--- config.mk ---
export PLATFORM = sky130hd
export DESIGN_NAME = alu_scheduler
export DESIGN_NICKNAME = d
export VERILOG_FILES = /design/src/rtl/diablo_pkg.sv /design/src/rtl/alu_scheduler_alu.sv /design/src/rtl/alu_scheduler.sv
export SDC_FILE = /design/constraint.sdc
export NUM_CORES = 1
export LEC_CHECK = 0
export ABC_AREA = 1
export CAP_MARGIN = 20
export CORE_MARGIN = 10
export CORE_UTILIZATION = 35
export DETAILED_ROUTE_END_ITERATION = 10
export PLACE_DENSITY_LB_ADDON = 0.12
export SETUP_SLACK_MARGIN = 0.5
export SLEW_MARGIN = 5
export SYNTH_ARGS = -nofsm -noshare
export SYNTH_HDL_FRONTEND = slang
export SYNTH_SLANG_ARGS = --single-unit
--- constraint.sdc ---
create_clock -name clk -period 3.75 [get_ports clk]
set_input_delay 0.5625 -clock clk [delete_from_list [all_inputs] [get_ports clk]]
set_output_delay 0.5625 -clock clk [all_outputs]
set_load 0.01 [all_outputs]
--- src/rtl/diablo_pkg.sv ---
// ALU op encodings and the legality check shared by the decoder and the ALU scheduler.
package diablo_pkg;

    localparam logic [6:0] ALU_ADD  = 7'd0;
    localparam logic [6:0] ALU_SUB  = 7'd1;
    localparam logic [6:0] ALU_AND  = 7'd2;
    localparam logic [6:0] ALU_OR   = 7'd3;
    localparam logic [6:0] ALU_XOR  = 7'd4;
    localparam logic [6:0] ALU_SLL  = 7'd5;
    localparam logic [6:0] ALU_SRL  = 7'd6;
    localparam logic [6:0] ALU_SRA  = 7'd7;
    localparam logic [6:0] ALU_SLT  = 7'd8;
    localparam logic [6:0] ALU_SLTU = 7'd9;

    function automatic logic alu_op_legal(input logic [6:0] op);
        return op <= ALU_SLTU;
    endfunction

endpackage

--- src/rtl/alu_scheduler_alu.sv ---
// Purely combinational 32-bit ALU; illegal op codes yield zero with err set.
module alu_scheduler_alu
    import diablo_pkg::*;
(
    input  logic [6:0]  op,
    input  logic [31:0] a,
    input  logic [31:0] b,
    output logic [31:0] result,
    output logic        err
);

    logic signed [31:0] a_s;
    logic signed [31:0] b_s;
    logic [4:0]         shamt;

    always_comb begin
        a_s    = $signed(a);
        b_s    = $signed(b);
        shamt  = b[4:0];
        err    = !alu_op_legal(op);
        result = '0;
        case (op)
            ALU_ADD:  result = a + b;
            ALU_SUB:  result = a - b;
            ALU_AND:  result = a & b;
            ALU_OR:   result = a | b;
            ALU_XOR:  result = a ^ b;
            ALU_SLL:  result = a << shamt;
            ALU_SRL:  result = a >> shamt;
            ALU_SRA:  result = $unsigned(a_s >>> shamt);
            ALU_SLT:  result = {31'd0, a_s < b_s};
            ALU_SLTU: result = {31'd0, a < b};
            default:  result = '0;
        endcase
    end

endmodule

--- src/rtl/alu_scheduler.sv ---
// Shares one ALU between N_REQ requesters with round-robin grant and a single
// registered result slot that can drain and reload in the same cycle.
module alu_scheduler
    import diablo_pkg::*;
#(
    parameter int N_REQ = 2,
    parameter int TAG_W = 4
) (
    input  logic                        clk,
    input  logic                        rst,
    input  logic [N_REQ-1:0]            req_valid,
    output logic [N_REQ-1:0]            req_ready,
    input  logic [N_REQ-1:0][6:0]       req_op,
    input  logic [N_REQ-1:0][31:0]      req_a,
    input  logic [N_REQ-1:0][31:0]      req_b,
    input  logic [N_REQ-1:0][TAG_W-1:0] req_tag,
    output logic [N_REQ-1:0]            rsp_valid,
    input  logic [N_REQ-1:0]            rsp_ready,
    output logic [31:0]                 rsp_data,
    output logic [TAG_W-1:0]            rsp_tag,
    output logic                        rsp_err,
    output logic [31:0]                 op_count
);

    localparam int PTR_W = (N_REQ > 1) ? $clog2(N_REQ) : 1;

    logic             out_valid;
    logic [PTR_W-1:0] owner;
    logic [31:0]      data_p1;
    logic [TAG_W-1:0] tag_p1;
    logic             err_p1;
    logic [PTR_W-1:0] rr_ptr;
    logic [31:0]      count_q;

    logic             drain;
    logic             can_issue;
    logic             issue;
    logic [PTR_W-1:0] grant;
    logic [31:0]      alu_result;
    logic             alu_err;

    always_comb begin
        drain     = out_valid && rsp_ready[owner];
        can_issue = !out_valid || drain;
        issue     = 1'b0;
        grant     = rr_ptr;
        // Scan farthest offset first so the nearest requester after rr_ptr wins.
        for (int k = N_REQ - 1; k >= 0; k--) begin
            if (req_valid[(int'(rr_ptr) + k) % N_REQ]) begin
                issue = 1'b1;
                grant = PTR_W'((int'(rr_ptr) + k) % N_REQ);
            end
        end
        issue     = issue && can_issue && !rst;
        req_ready = '0;
        if (issue) req_ready[grant] = 1'b1;
    end

    alu_scheduler_alu u_alu (
        .op     (req_op[grant]),
        .a      (req_a[grant]),
        .b      (req_b[grant]),
        .result (alu_result),
        .err    (alu_err)
    );

    // Stage p1: registered result slot
    always_ff @(posedge clk) begin
        if (rst) begin
            out_valid <= 1'b0;
            owner     <= '0;
            data_p1   <= '0;
            tag_p1    <= '0;
            err_p1    <= 1'b0;
            rr_ptr    <= '0;
            count_q   <= '0;
        end else if (issue) begin
            out_valid <= 1'b1;
            owner     <= grant;
            data_p1   <= alu_result;
            tag_p1    <= req_tag[grant];
            err_p1    <= alu_err;
            rr_ptr    <= PTR_W'((int'(grant) + 1) % N_REQ);
            count_q   <= count_q + 32'd1;
        end else if (drain) begin
            out_valid <= 1'b0;
        end
    end

    always_comb begin
        for (int i = 0; i < N_REQ; i++) begin
            rsp_valid[i] = out_valid && (owner == PTR_W'(i));
        end
    end

    assign rsp_data = data_p1;
    assign rsp_tag  = tag_p1;
    assign rsp_err  = err_p1;
    assign op_count = count_q;

endmodule

# == Word-level counts from Yosys, hierarchy flattened ==
# Index checks and enable logic that the tools add are counted.
# word_totals
ram_bits,0
out_inout_bits,73
reg_bits,72
input_bits,156
wordCells,74
latchBits,0
mem_bits_ro,0
n_memories,0
# classes
n_reduce_logical,12
order_cmp,8
n_eq_ne,9
n_addsub,5
shifts,3
bitwise,5
mul,0
n_mux,25
div_mod_pow,0
# op_table
operator,count
$pmux 32 s10,1
$mux 32,4
$lt 32x32->1,2
$add 32x1->32 const B,1
$add 32x32->32,1
$and 32x32->32,1
$or 32x32->32,1
$shl 32x5->32,1
$shr 32x5->32,1
$sshr 32x5->32,1
$sub 32x32->32,1
$xor 32x32->32,1
$eq 7x3->1 const B,4
$eq 7x2->1 const B,2
$eq 7x4->1 const B,2
$mux 1,14
$mux 7,2
$mux 4,2
$eq 7x1->1 const B,1
$le 7x4->1 const B,1
$logic_not 7->1,1
$logic_and 1x1->1,6
$lt 1x2->1 const B,3
$logic_not 1->1,3
other kinds (9),10

# == Logic depth before layout (Yosys ltp) ==
# depth
depth_word,12
mapped_depth,29
mapped_depth_nobuf,24

# == By module ==
# A second synthesis with hierarchy kept.
# hier_totals
cells_unflattened,2716
area_unflattened_um2,14520.2
# modules_own_cells
module,cells_per_inst,seq_area_each_um2,area_each_um2,instances
alu_scheduler_alu,2142,0.0,10254.8,1
alu_scheduler,574,1441.4,4265.3,1

# == Worst setup path after synthesis ==
# Ideal clock, no wire load.
# synth_path
path_type,in2reg
startpoint,in req_valid[1]
endpoint,"reg data_p1[29], in the netlist rsp_data[29]"
arrival_time_ns,3.556
path_buffers,6
setup_time_ns,0.112
cell_stages,21
path_slack_ns,0.081
path_cell_list,nand2_1 > nand2_2 > nand2_2 > buf_6 > buf_6 > buf_4 > clkbuf_1 > clkbuf_1 > o21ai_0 > ha_1 > clkbuf_1 > inv_1 > a21oi_1 > a21boi_0 > o21ai_0 > a221oi_1 > nand3_1 > nand3_1 > nand2_1 > nand2_1 > nand2_1
# synth_between
elab_chain_cells,9
# synth_lines
item,line,source
from (decl),alu_scheduler.sv:11,"input logic [N_REQ-1:0] req_valid,"
$mux 1 (implied by the code) (3 in series),alu_scheduler.sv:49,if (req_valid[(int'(rr_ptr) + k) % N_REQ]) begin
$mux 1 (2 in series),alu_scheduler.sv:49,
$mux 32 (implied by the code) (tied with other cells) (2 in series),alu_scheduler.sv:61,".a (req_a[grant]),"
$sub 32x32->32 (tied with other cells),alu_scheduler_alu.sv:24,ALU_SUB: result = a - b;
$pmux 32 s10,alu_scheduler_alu.sv:22,case (op)
to (signal assigned),alu_scheduler.sv:80,data_p1 <= alu_result;
to (decl),alu_scheduler.sv:29,logic [31:0] data_p1;
# Parallel ways exist; a longest one is shown, timed or not. The select of a mux whose other input is x is not followed.
# A chain may end at the register's enable or synchronous reset.

# == Worst setup path after layout ==
# layout_path
startpoint,in req_valid[1]
endpoint,"reg data_p1[19], in the netlist rsp_data[19]"
# Same word-level chain as after synthesis.

==> flow_summary.toml <==
[cts]
cts.sinks = 72
cts.clk_slew.worst_paths_ps = 60
htree_levels = 3
cts_root_buf = "clkbuf_16"
cts_tree = "built"
cts_buffers = 9
clock_path_buffers = 2
cts_hold_buf = 0
clk_latency_ps = 340

[route]
drt-initial-drc-count = 2626
ant_nets = 0
viasPerCell = 5.51
wl_per_cell_um = 22.4
dr.pass1.iters = 6
route.detailed.drc = 0
via_count = 21100
routed_wl_um = 85600

[place]
io_buffers = 228
dp.cells = 3750
gp_congestion = 1.08
dp_hpwl_um = 70500

[sta]
period_share = 0.872
relSlewSlack = 0.441
hold_violations = 0
worst_pin_slew_ps = 831
maxSlewViolCount = 0
setup_viol = 0
rsz0062_at_grt = "yes"
fin_crit_ps = 3270
final.setup_skew_ps = 8.88
fmax_mhz = 306

[finish]
area_delta_synth_final_pct = 62.1
nets = 3555
drive_above_1_share = 0.281
fin_cells = 3820
n_antenna_cell = 0
fill_cells = 3937

[logic_synthesis]
synth_compound_area_frac = 0.170
yosys-top-cells-count = "nand2_1 (810), nand3_1 (425), inv_1 (347), nor2_1 (207), a21oi_1 (138)"
synth_area_leaders = "nand2_1 (22%), nand3_1 (15%), dfxtp_1 (10%)"
synth-seq-cells = 72
seq_area_frac_synth = 0.104
netlist_area_mm2 = 0.0139
synth.most_common_cell = "nand2_1"
syn_nets = 2898
synth-simple-area-share = 0.489
synthDistinctLibCells = 54
ys.flop_type = "dfxtp_1"
syn_inst = 2640
yosys.area_share.adder = 0.0929
syn_area_per_cell_um2 = 5.27
synth_enable_flop_cells = 0
ys_warn_count = 0
yosysTopAreaCellShare = 0.219
synthMuxAreaShare = 0
synth_largest_area_cell = "nand2_1"
async_flop_share = 0
yosys.area_share.xor_xnor = 0.00378
synth_top_family_by_area = "simple AND/OR/NAND/NOR gates"

[setup_path]
critPathMaxFanout = 6
r2r-start = "rr_ptr"
worstSetupStartpointType = "input pin"
end_kind = "register"
criticalPathCategory = "input pin to register"
path_cells = "buf_2 -> nand2_4 -> nand2_4 -> nand2_8 -> buf_12 -> buf_16 -> buf_4 -> nand2_2 -> o21ai_4 -> inv_2 -> ha_4 -> inv_2 -> a21o_1 -> a21oi_2 -> o21ai_2 -> buf_4 -> a21oi_4 -> nand3_2 -> nand2_2 -> nor2_4 -> nor2_2 -> nand3_2 -> nand2_1 -> nand2_1"
arrival_ps = 3500
worstPathRequired_ps = 3980
crit_start = "req_valid[1]"
crit_path_max_incr_delay_ps = 330
crit_slowest_cell = "ha_4"

[grt]
grt_util_all_layers = 0.335
antenna_found_initial = 1
grt_pass1_wl_um = 122000
grt-ovfl-total = 0
grt_max_degree = 65
first_global_vias = 20100

[floorplanning]
core-area_mm2 = 0.0390
num_io_pins = 229
die_area_mm2 = 0.0481
core.rowCount = 72
die_w_um = 219
die_y_um = 219
start_util = 0.356

[worst_hold_path]
hold_path.class = "register to register"
min_from = "rsp_data[18]"

[pwr]
p_per_area_mw_per_mm2 = 328
leakagePower_uw = 0.0110
power_uw = 7390
ir_worst_vdd_mv = 0.200

[status]
outcome = "finished, final reports clean"

[flow_run]
maxCapViolations = 0
[placed cells by master (no fill, tap or decap), drive strengths merged, types with 12 or more instances in the layout]
master | synthesis | routed
nor3 | 50 | 50
nand2 | 832 | 832
nand3b | 12 | 12
dfxtp | 72 | 72
nand4 | 24 | 24
inv | 357 | 357
o22ai | 16 | 16
clkdlybuf4s50 | 0 | 225
nand3 | 428 | 428
ha | 100 | 100
nor2 | 215 | 215
o211ai | 13 | 13
a21oi | 138 | 138
buf | 72 | 534
o21ai | 174 | 174
a31oi | 15 | 15
o21bai | 14 | 14
[final timing paths]
path	slack, ps	cells after the start	endpoint
worst max-delay path	480	24	rsp_data[19]
worst min-delay path	450	2	rsp_data[18]
worst max register to register	490	22	rsp_data[19]
worst min register to register	450	2	rsp_data[18]
[report_power, final]
group | switching [uW] | internal (uW)
sequential | 13.6 | 783
combinational | 3240 | 2330
clock | 380 | 656
[cell families after synthesis]
logic type                 after synthesis
and+or+nand+nor                       1576
AOI/OAI and AO/OA                      410
buffers and inverters                  474
DFF                                     72
adders and majority gates              102
xor gates and xnor gates                 6
[area by class of cell]
cell class | count | area (um2) | share of cell area
flip-flops and latches | 72 | 1450 | 0.0641
inverters | 358 | 1370 | 0.0609
repair buffers | 761 | 6660 | 0.296
multi-input cells | 2094 | 12100 | 0.535
well taps | 518 | 648 | 0.0287
clock inverters | 6 | 115 | 0.00511
clock buffers | 10 | 229 | 0.0102
repair inverters | 1 | 5.00 | 0.000222
[routing by layer]
metal,GRT usage,part of all wire
met1,0.434,0.42
met2,0.540,0.45
met3,0.0436,0.083
met4,0.156,0.049
met5,0,0.00014
[state kept, by name, summed over array words and instances (netlist names)]
signal and flops:
owner 1, op_count 32, rsp_err 1, out_valid 1, rsp_data 32, rsp_tag 4
rr_ptr 1
[worst max-delay path, delay by kind of cell]
family	cells	cell delay [ps]
AOI/OAI and AO/OA	5	790
buffers and inverters	7	790
adders and majority gates	1	330
and+or+nand+nor	11	990
[through the flow]
stage / cell area [um2] / setup slack, ps / util / hold WS [ps] / setup TNS, ps
global route: 22500 / 349 / 0.578 / 462 / 0
global placement: 20200 / -797 / 0.518 / 437 / -12310
floorplan: 14200 / 490 / - / 476 / 0
finish: 22500 / 479 / 0.578 / 450 / 0
detailed placement: 20200 / -731 / 0.518 / 439 / -12180
CTS: 21600 / 515 / 0.553 / 452 / 0
[timing repair]
| action | in CTS | in global routing |
|---|---|---|
| setup endpoints to repair | 34 | 32 |
| pin swaps | 30 | 83 |
| resized for setup | 183 | 233 |
| setup buffers | 22 | 27 |
| gates cloned | 4 | 1 |
No activity file was read; power rests on OpenSTA's default activity.
